File: src/rtl/usr_pkg.sv
// Shared definitions for the universal shift register: mode encodings.
package usr_pkg;

    typedef enum logic [1:0] {
        MODE_HOLD = 2'b00,
        MODE_SHR  = 2'b01,
        MODE_SHL  = 2'b10,
        MODE_LOAD = 2'b11
    } mode_e;

endpackage

File: src/rtl/dff_ar_cell.sv
// Single storage bit with true and complement outputs and async active-low
// reset to a per-instance value.
module dff_ar_cell (
    input  logic Clk,
    input  logic Rst_n,
    input  logic RstVal,
    input  logic D,
    output logic Q,
    output logic Qn
);

    logic q_d, q_q;
    logic qn_d, qn_q;

    always_comb begin
        q_d  = D;
        qn_d = ~D;
    end

    // Complement is its own flop so Qn is registered and tracks Q exactly.
    always_ff @(posedge Clk or negedge Rst_n) begin
        if (!Rst_n) begin
            q_q  <= RstVal;
            qn_q <= ~RstVal;
        end else begin
            q_q  <= q_d;
            qn_q <= qn_d;
        end
    end

    assign Q  = q_q;
    assign Qn = qn_q;

endmodule

File: src/rtl/universal_shift_register.sv
// WIDTH-bit hold/shift-right/shift-left/load register with a saturating shift
// counter driving Full. Define USR_ROTATE_EN to add the Rot (rotate) input.
module universal_shift_register
    import usr_pkg::*;
#(
    parameter int unsigned        WIDTH     = 8,
    parameter logic [WIDTH-1:0]   RESET_VAL = '0
) (
    input  logic             Clk,
    input  logic             Rst_n,
    input  logic             En,
    input  logic [1:0]       Mode,
    input  logic [WIDTH-1:0] D,
    input  logic             SinL,
    input  logic             SinR,
`ifdef USR_ROTATE_EN
    input  logic             Rot,
`endif
    output logic [WIDTH-1:0] Q,
    output logic [WIDTH-1:0] Qn,
    output logic             SoutR,
    output logic             SoutL,
    output logic             Full
);

    localparam int unsigned      CNT_W   = $clog2(WIDTH + 1);
    localparam logic [CNT_W-1:0] CNT_MAX = CNT_W'(WIDTH);

    logic [WIDTH-1:0] q_d;
    logic [WIDTH-1:0] shr_vec;
    logic [WIDTH-1:0] shl_vec;
    logic             ser_msb;
    logic             ser_lsb;
    logic [CNT_W-1:0] count_d, count_q;
    logic             full_d, full_q;

    // Serial bits entering at each end; rotation recirculates the leaving bit.
`ifdef USR_ROTATE_EN
    assign ser_msb = Rot ? Q[0]       : SinL;
    assign ser_lsb = Rot ? Q[WIDTH-1] : SinR;
`else
    assign ser_msb = SinL;
    assign ser_lsb = SinR;
`endif

    assign shr_vec = {ser_msb, Q[WIDTH-1:1]};
    assign shl_vec = {Q[WIDTH-2:0], ser_lsb};

    for (genvar i = 0; i < WIDTH; i++) begin : g_bit
        always_comb begin
            q_d[i] = Q[i];
            if (En) begin
                case (Mode)
                    MODE_SHR:  q_d[i] = shr_vec[i];
                    MODE_SHL:  q_d[i] = shl_vec[i];
                    MODE_LOAD: q_d[i] = D[i];
                    default:   q_d[i] = Q[i];
                endcase
            end
        end

        dff_ar_cell u_cell (
            .Clk    (Clk),
            .Rst_n  (Rst_n),
            .RstVal (RESET_VAL[i]),
            .D      (q_d[i]),
            .Q      (Q[i]),
            .Qn     (Qn[i])
        );
    end

    // Shift counter saturates at WIDTH; Full is decoded from its next value.
    always_comb begin
        count_d = count_q;
        if (En) begin
            case (Mode)
                MODE_SHR, MODE_SHL: begin
                    if (count_q != CNT_MAX) begin
                        count_d = count_q + CNT_W'(1);
                    end
                end
                MODE_LOAD: count_d = '0;
                default:   count_d = count_q;
            endcase
        end
        full_d = (count_d == CNT_MAX);
    end

    always_ff @(posedge Clk or negedge Rst_n) begin
        if (!Rst_n) begin
            count_q <= '0;
            full_q  <= 1'b0;
        end else begin
            count_q <= count_d;
            full_q  <= full_d;
        end
    end

    assign SoutR = Q[0];
    assign SoutL = Q[WIDTH-1];
    assign Full  = full_q;

endmodule
File: config.mk
export PLATFORM = sky130hd
export DESIGN_NAME = universal_shift_register
export DESIGN_NICKNAME = d
export VERILOG_FILES = /design/src/rtl/usr_pkg.sv /design/src/rtl/dff_ar_cell.sv /design/src/rtl/universal_shift_register.sv
export SDC_FILE = /design/constraint.sdc
export NUM_CORES = 1
export LEC_CHECK = 0
export CORE_ASPECT_RATIO = 0.75
export CORE_MARGIN = 4
export CORE_UTILIZATION = 35
export CTS_CLUSTER_DIAMETER = 150
export CTS_CLUSTER_SIZE = 25
export DETAILED_ROUTE_END_ITERATION = 10
export PLACE_DENSITY_LB_ADDON = 0.05
export SETUP_SLACK_MARGIN = 0.3
export SYNTH_ARGS = -nofsm -noshare
export SYNTH_HDL_FRONTEND = slang
export SYNTH_SLANG_ARGS = --single-unit
File: constraint.sdc
create_clock -name Clk -period 1.4 [get_ports Clk]
set_input_delay 0.28 -clock Clk [delete_from_list [all_inputs] [get_ports Clk]]
set_output_delay 0.28 -clock Clk [all_outputs]
set_load 0.01 [all_outputs]
Yosys cells after proc, flatten, opt, wreduce, memory -nomap -nowiden
Index checks and enable logic that the tools add are counted.

$add $sub $neg: 1. Eq/ne operators: 5. Multiplexer cells: 19. Bitwise logic cells: 8. Reduce and logical (&&, ||, !) cells: 1.

Operator list (number): $pmux 1 s3 (8); $mux 1 (8); $mux 4 (2); $not 1->1 (8); $pmux 4 s2 (1); $add 4x1->4 const B (1); $eq 2x2->1 const B (2); $eq 4x4->1 const B (1); $ne 4x4->1 const B (1); $eq 2x1->1 const B (1); $reduce_or 2->1 (1).

Flip-flop bits (word level): 21. Input port bits: 15. Output and inout port bits: 19. Word-level logic and storage cells: 52.

Depth between registers and ports, before layout
Depth in word-level cells: 5. Gate-level depth with buffers: 8. Depth with buffers taken out: 6.

Worst setup path after synthesis
OpenSTA, ideal clock, no wires.

Kind: register to register. From: register count_q[0]. To: register full_q, in the netlist Full. Library setup time: 0.095 ns. Data arrival time: 1.341 ns. Data required time: 1.305 ns. Path slack: -0.036 ns. Cell stages (with the launch flop): 7. Buffers on the path: 0. Period minus slack after synthesis: 1.436 ns. Cells stage by stage: dfrtp_1 -> inv_1 -> ha_1 -> and3b_2 -> inv_2 -> a32o_2 -> nor4b_2.

Cells in the longest elaborated chain, start to end: 5. Elaborated cells between the ends (all ways): 6. Classes of those cells: add/sub: 1; eq/ne: 2; mux: 3.

RTL lines: start, declared (RTL line universal_shift_register.sv:34) `logic [CNT_W-1:0] count_d, count_q;`; start signal, assigned (RTL line universal_shift_register.sv:94) `count_q <= count_d;`; $add 4x1->4 / $ne 4x4->1 (equally long branches) (RTL line universal_shift_register.sv:79, universal_shift_register.sv:78); $mux 4 * (RTL line universal_shift_register.sv:78) `if (count_q != CNT_MAX) begin`; $pmux 4 s2 * (RTL line universal_shift_register.sv:76) `case (Mode)`; $mux 4 * (RTL line universal_shift_register.sv:75) `if (En) begin`; via count_d[2] (RTL line universal_shift_register.sv:34); $eq 4x4->1 * (RTL line universal_shift_register.sv:86) `full_d = (count_d == CNT_MAX);`; via full_d (RTL line universal_shift_register.sv:35) `logic full_d, full_q;`; end signal, assigned (RTL line universal_shift_register.sv:95) `full_q <= full_d;`; end, declared (RTL line universal_shift_register.sv:35).

Mark *: on every way through the listed nets, which the timed path passes. The rest lies on a longest branch.

Final worst setup path
Ends and elaborated chain as after synthesis.

==> results_dict.tcl <==
set metrics [dict create \
    outcome "complete, but fails checks" \
    violations "negative setup slack" \
    worstPathCellList "inv_2 -> ha_4 -> and3b_2 -> inv_2 -> a32o_2 -> nor4b_2" \
    die_x_um 72.2 \
    worst_path_most_repeated_cell "inv_2" \
    worst_slack_ns -0.0364 \
    worst-path-buf-inv 2 \
    crit_family "flip-flops" \
    internal-power_mw 1.45 \
    grt-ovfl-total 0 \
    ff2ff_setup_slack_ns -0.04 \
    die-area_mm2 0.00406 \
    htreeDepth 1 \
    p_comb_share_pct 41.6 \
    hold_violations 0 \
    switchingPower_uw 681 \
    p_per_area_mw_per_mm2 1300 \
    peakVddDrop_mv 0.841 \
    port_buffers 33 \
    antenna_found_initial 0 \
    final_nets 164 \
    drc_errors 0 \
    syn_to_final_growth_pct 51.8 \
    rows 17 \
    start_util_pct 36.6 \
    wl_per_cell_um 13.2 \
    post_synth.cell_area_avg_um2 10.4 \
    netlist_area_mm2 0.00108 \
    dp_hpwl_mm 1.75 \
    r2r-start "count_q[0]" \
    worstSkewPairLatency_ns 0.26 \
    clkTransAtPathRegs_ns 0.08 \
    cp_max_fo 4 \
    finalCriticalPeriod_ns 1.44 \
    die_y_um 56.2 \
    grt_usage_pct 12.3 \
    syn_nets 125 \
    multi_input_area_um2 460 \
    rsz0062_at_grt "true" \
    syn_inst 104 \
    cts_buffers 3 \
    layout.cells.non_filler 180 \
    synth_seq_cells 21 \
    cap_viol_max_count 0 \
    layout_worst_path_cycle_share_pct 103 \
    crit_type "register to register" \
    grt_pass1_vias 878 \
    hold_class "input port to async pin" \
    synth_top_area_share_pct 30.1 \
    worst_pin_slew_ns 0.361 \
    fin_skew_ns 0.00730 \
    p_clk_share_pct 18.4 \
    crit_required_ns 1.57 \
    vias 872 \
    grt_max_degree 22 \
    final-seq-area_um2 536 \
    worstReg2RegEnd "Full" \
    leakage_nw 0.743 \
    synth.distinct_cells 25 \
    slew_headroom_pct 75.9 \
    grt_pass1_wl_mm 3.98 \
    ant_nets 0 \
    critical_path_arrival_ns 1.61 \
    cts_tree "yes" \
    critPathSlowestCell "dfrtp_1" \
    antenna_cells 0 \
    ys_warn_count 0 \
    drt-total-wl_mm 2.38 \
    core_mm2 0.00296 \
    setup_tns_ns -0.0364 \
    end_kind "register" \
    report.final.slew_viol_count 0 \
    worstSetupStartpointType "register" \
    clock-sinks 21 \
    place_congestion 0.770 \
    drive_above_1_share_pct 52.1 \
    critPathMaxStageDelay_ns 0.43 \
    fmax_mhz 696 \
    synth_area_leaders "dfrtp_1 30%, dfstp_2 19%, buf_4 11%" \
    reg2reg_depth 6 \
    drtPass1Iterations 4 \
    ioPinCount 34 \
    nFillCells 254 \
    placedCellCount 165 \
    ys_seq_area_share_pct 49.5 \
    finalSetupViolations 1 \
    root_buffer "clkbuf_8" \
    dp_slack_ns -0.625 \
    synth_top_area_cell "dfrtp_1" \
    drtIter0Drc 126 \
    seq_power_share_pct 40.0 \
    p_sw_share_pct 31.9 \
    via_per_inst 4.84 \
    clock_path_buffers 2 \
]
cell type report:
cell class,count,area share [%]
Multi-Input combinational cell,49,28.0
Timing Repair Buffer,55,29.8
Inverter,13,3.88
Clock buffer,3,2.51
Clock inverter,1,0.305
Tap cell,38,2.89
Sequential cell,21,32.6
logic make-up after synthesis:
| family | Yosys count | synth area share (%) |
|---|---|---|
| buf+inv | 34 | 17.6 |
| compound gates | 21 | 14.3 |
| flops | 21 | 49.5 |
| simple gates | 20 | 9.94 |
| fa+ha+maj | 6 | 6.94 |
| xor+xnor | 1 | 0.809 |
| mux | 1 | 0.925 |
synth_stat cells, drive strengths merged:
| master | number |
|---|---|
| nand3b | 2 |
| clkbuf | 2 |
| inv | 13 |
| nand2b | 1 |
| buf | 19 |
| nor2 | 1 |
| nand3 | 2 |
| a222oi | 8 |
| nand2 | 11 |
| a21oi | 1 |
| mux2i | 1 |
| o21ai | 10 |
| a32o | 1 |
| dfstp | 8 |
| nor4b | 1 |
| or3 | 1 |
| xnor2 | 1 |
| dfrtp | 13 |
| ha | 6 |
| o311ai | 1 |
| and3b | 1 |
metal layers:
layer / vias up / global-route usage (%) / wire [um]
met2: 29 / 20.1 / 1150
li1: 418 / - / -
met3: 2 / 4.69 / 192
met1: 423 / 15.6 / 1030
met5: - / 0 / 0
met4: 0 / 1.61 / 12
layout by cell type, fill, tap and decap left out, types with 2 or more instances in the layout:
cell / instances
a222oi_1: 8
buf_2: 11
buf_4: 12
buf_6: 20
clkbuf_8: 3
clkdlybuf4s50_1: 11
dfrtp_1: 13
dfstp_2: 8
ha_4: 5
inv_1: 8
inv_2: 3
nand2_1: 10
nand3_1: 2
nand3b_1: 2
o21ai_1: 7
o21ai_2: 2
power groups by stage:
stage	sequential, mW	clock [mW]	combinational [mW]
5_1_grt	0.870	0.429	0.961
6_report	0.854	0.393	0.889
3_5_place_dp	0.864	0	0.666
4_1_cts	0.850	0.403	0.763
2_1_floorplan	0.841	0	0.425
3_3_place_gp	0.862	0	0.651
per-stage QoR:
stage               hold slack [ns]  power, mW  utilization, %  area [um^2]
floorplan                   -0.0156       1.27               -         1170
global placement              0.556       1.51            49.4         1460
detailed placement            0.578       1.53            49.4         1460
CTS                           0.365       2.02            53.7         1590
global route                  0.389       2.26            55.6         1640
finish                        0.352       2.14            55.6         1640
sequential cells by signal, summed over array words and instances, names as in the netlist:
signal and flops:
g_bit.u_cell.Q 8, g_bit.u_cell.Qn 8, count_q 4, Full 1
how the worst max path moves through the flow:
stage,cells past startpoint,startpoint,end,slack [ns]
floorplan,6,count_q[0],Full,0.07
global placement,6,Mode[0],g_bit[6].u_cell.Q,-0.49
detailed placement,7,Mode[0],Full,-0.62
CTS,6,count_q[0],Full,-0.02
global route,6,count_q[0],Full,-0.10
finish,6,count_q[0],Full,-0.04
worst register-to-register path, delay by kind of cell, from the launching register on:
kind,cells,cell delay [ns]
AO/OA/AOI/OAI,1,0.25
buffers and inverters,2,0.14
AND/OR/NAND/NOR,2,0.42
adder cells (fa/ha/maj),1,0.12
flip-flops,1,0.43
repair_timing:
item | CTS | global route
pin swaps | 9 | 14
hold buffers | 0 | 0
buffers inserted | 10 | 1
resized for setup | 107 | 10
setup endpoints to repair | 40 | 36
Note: power is estimated with default switching activity, not from simulation.
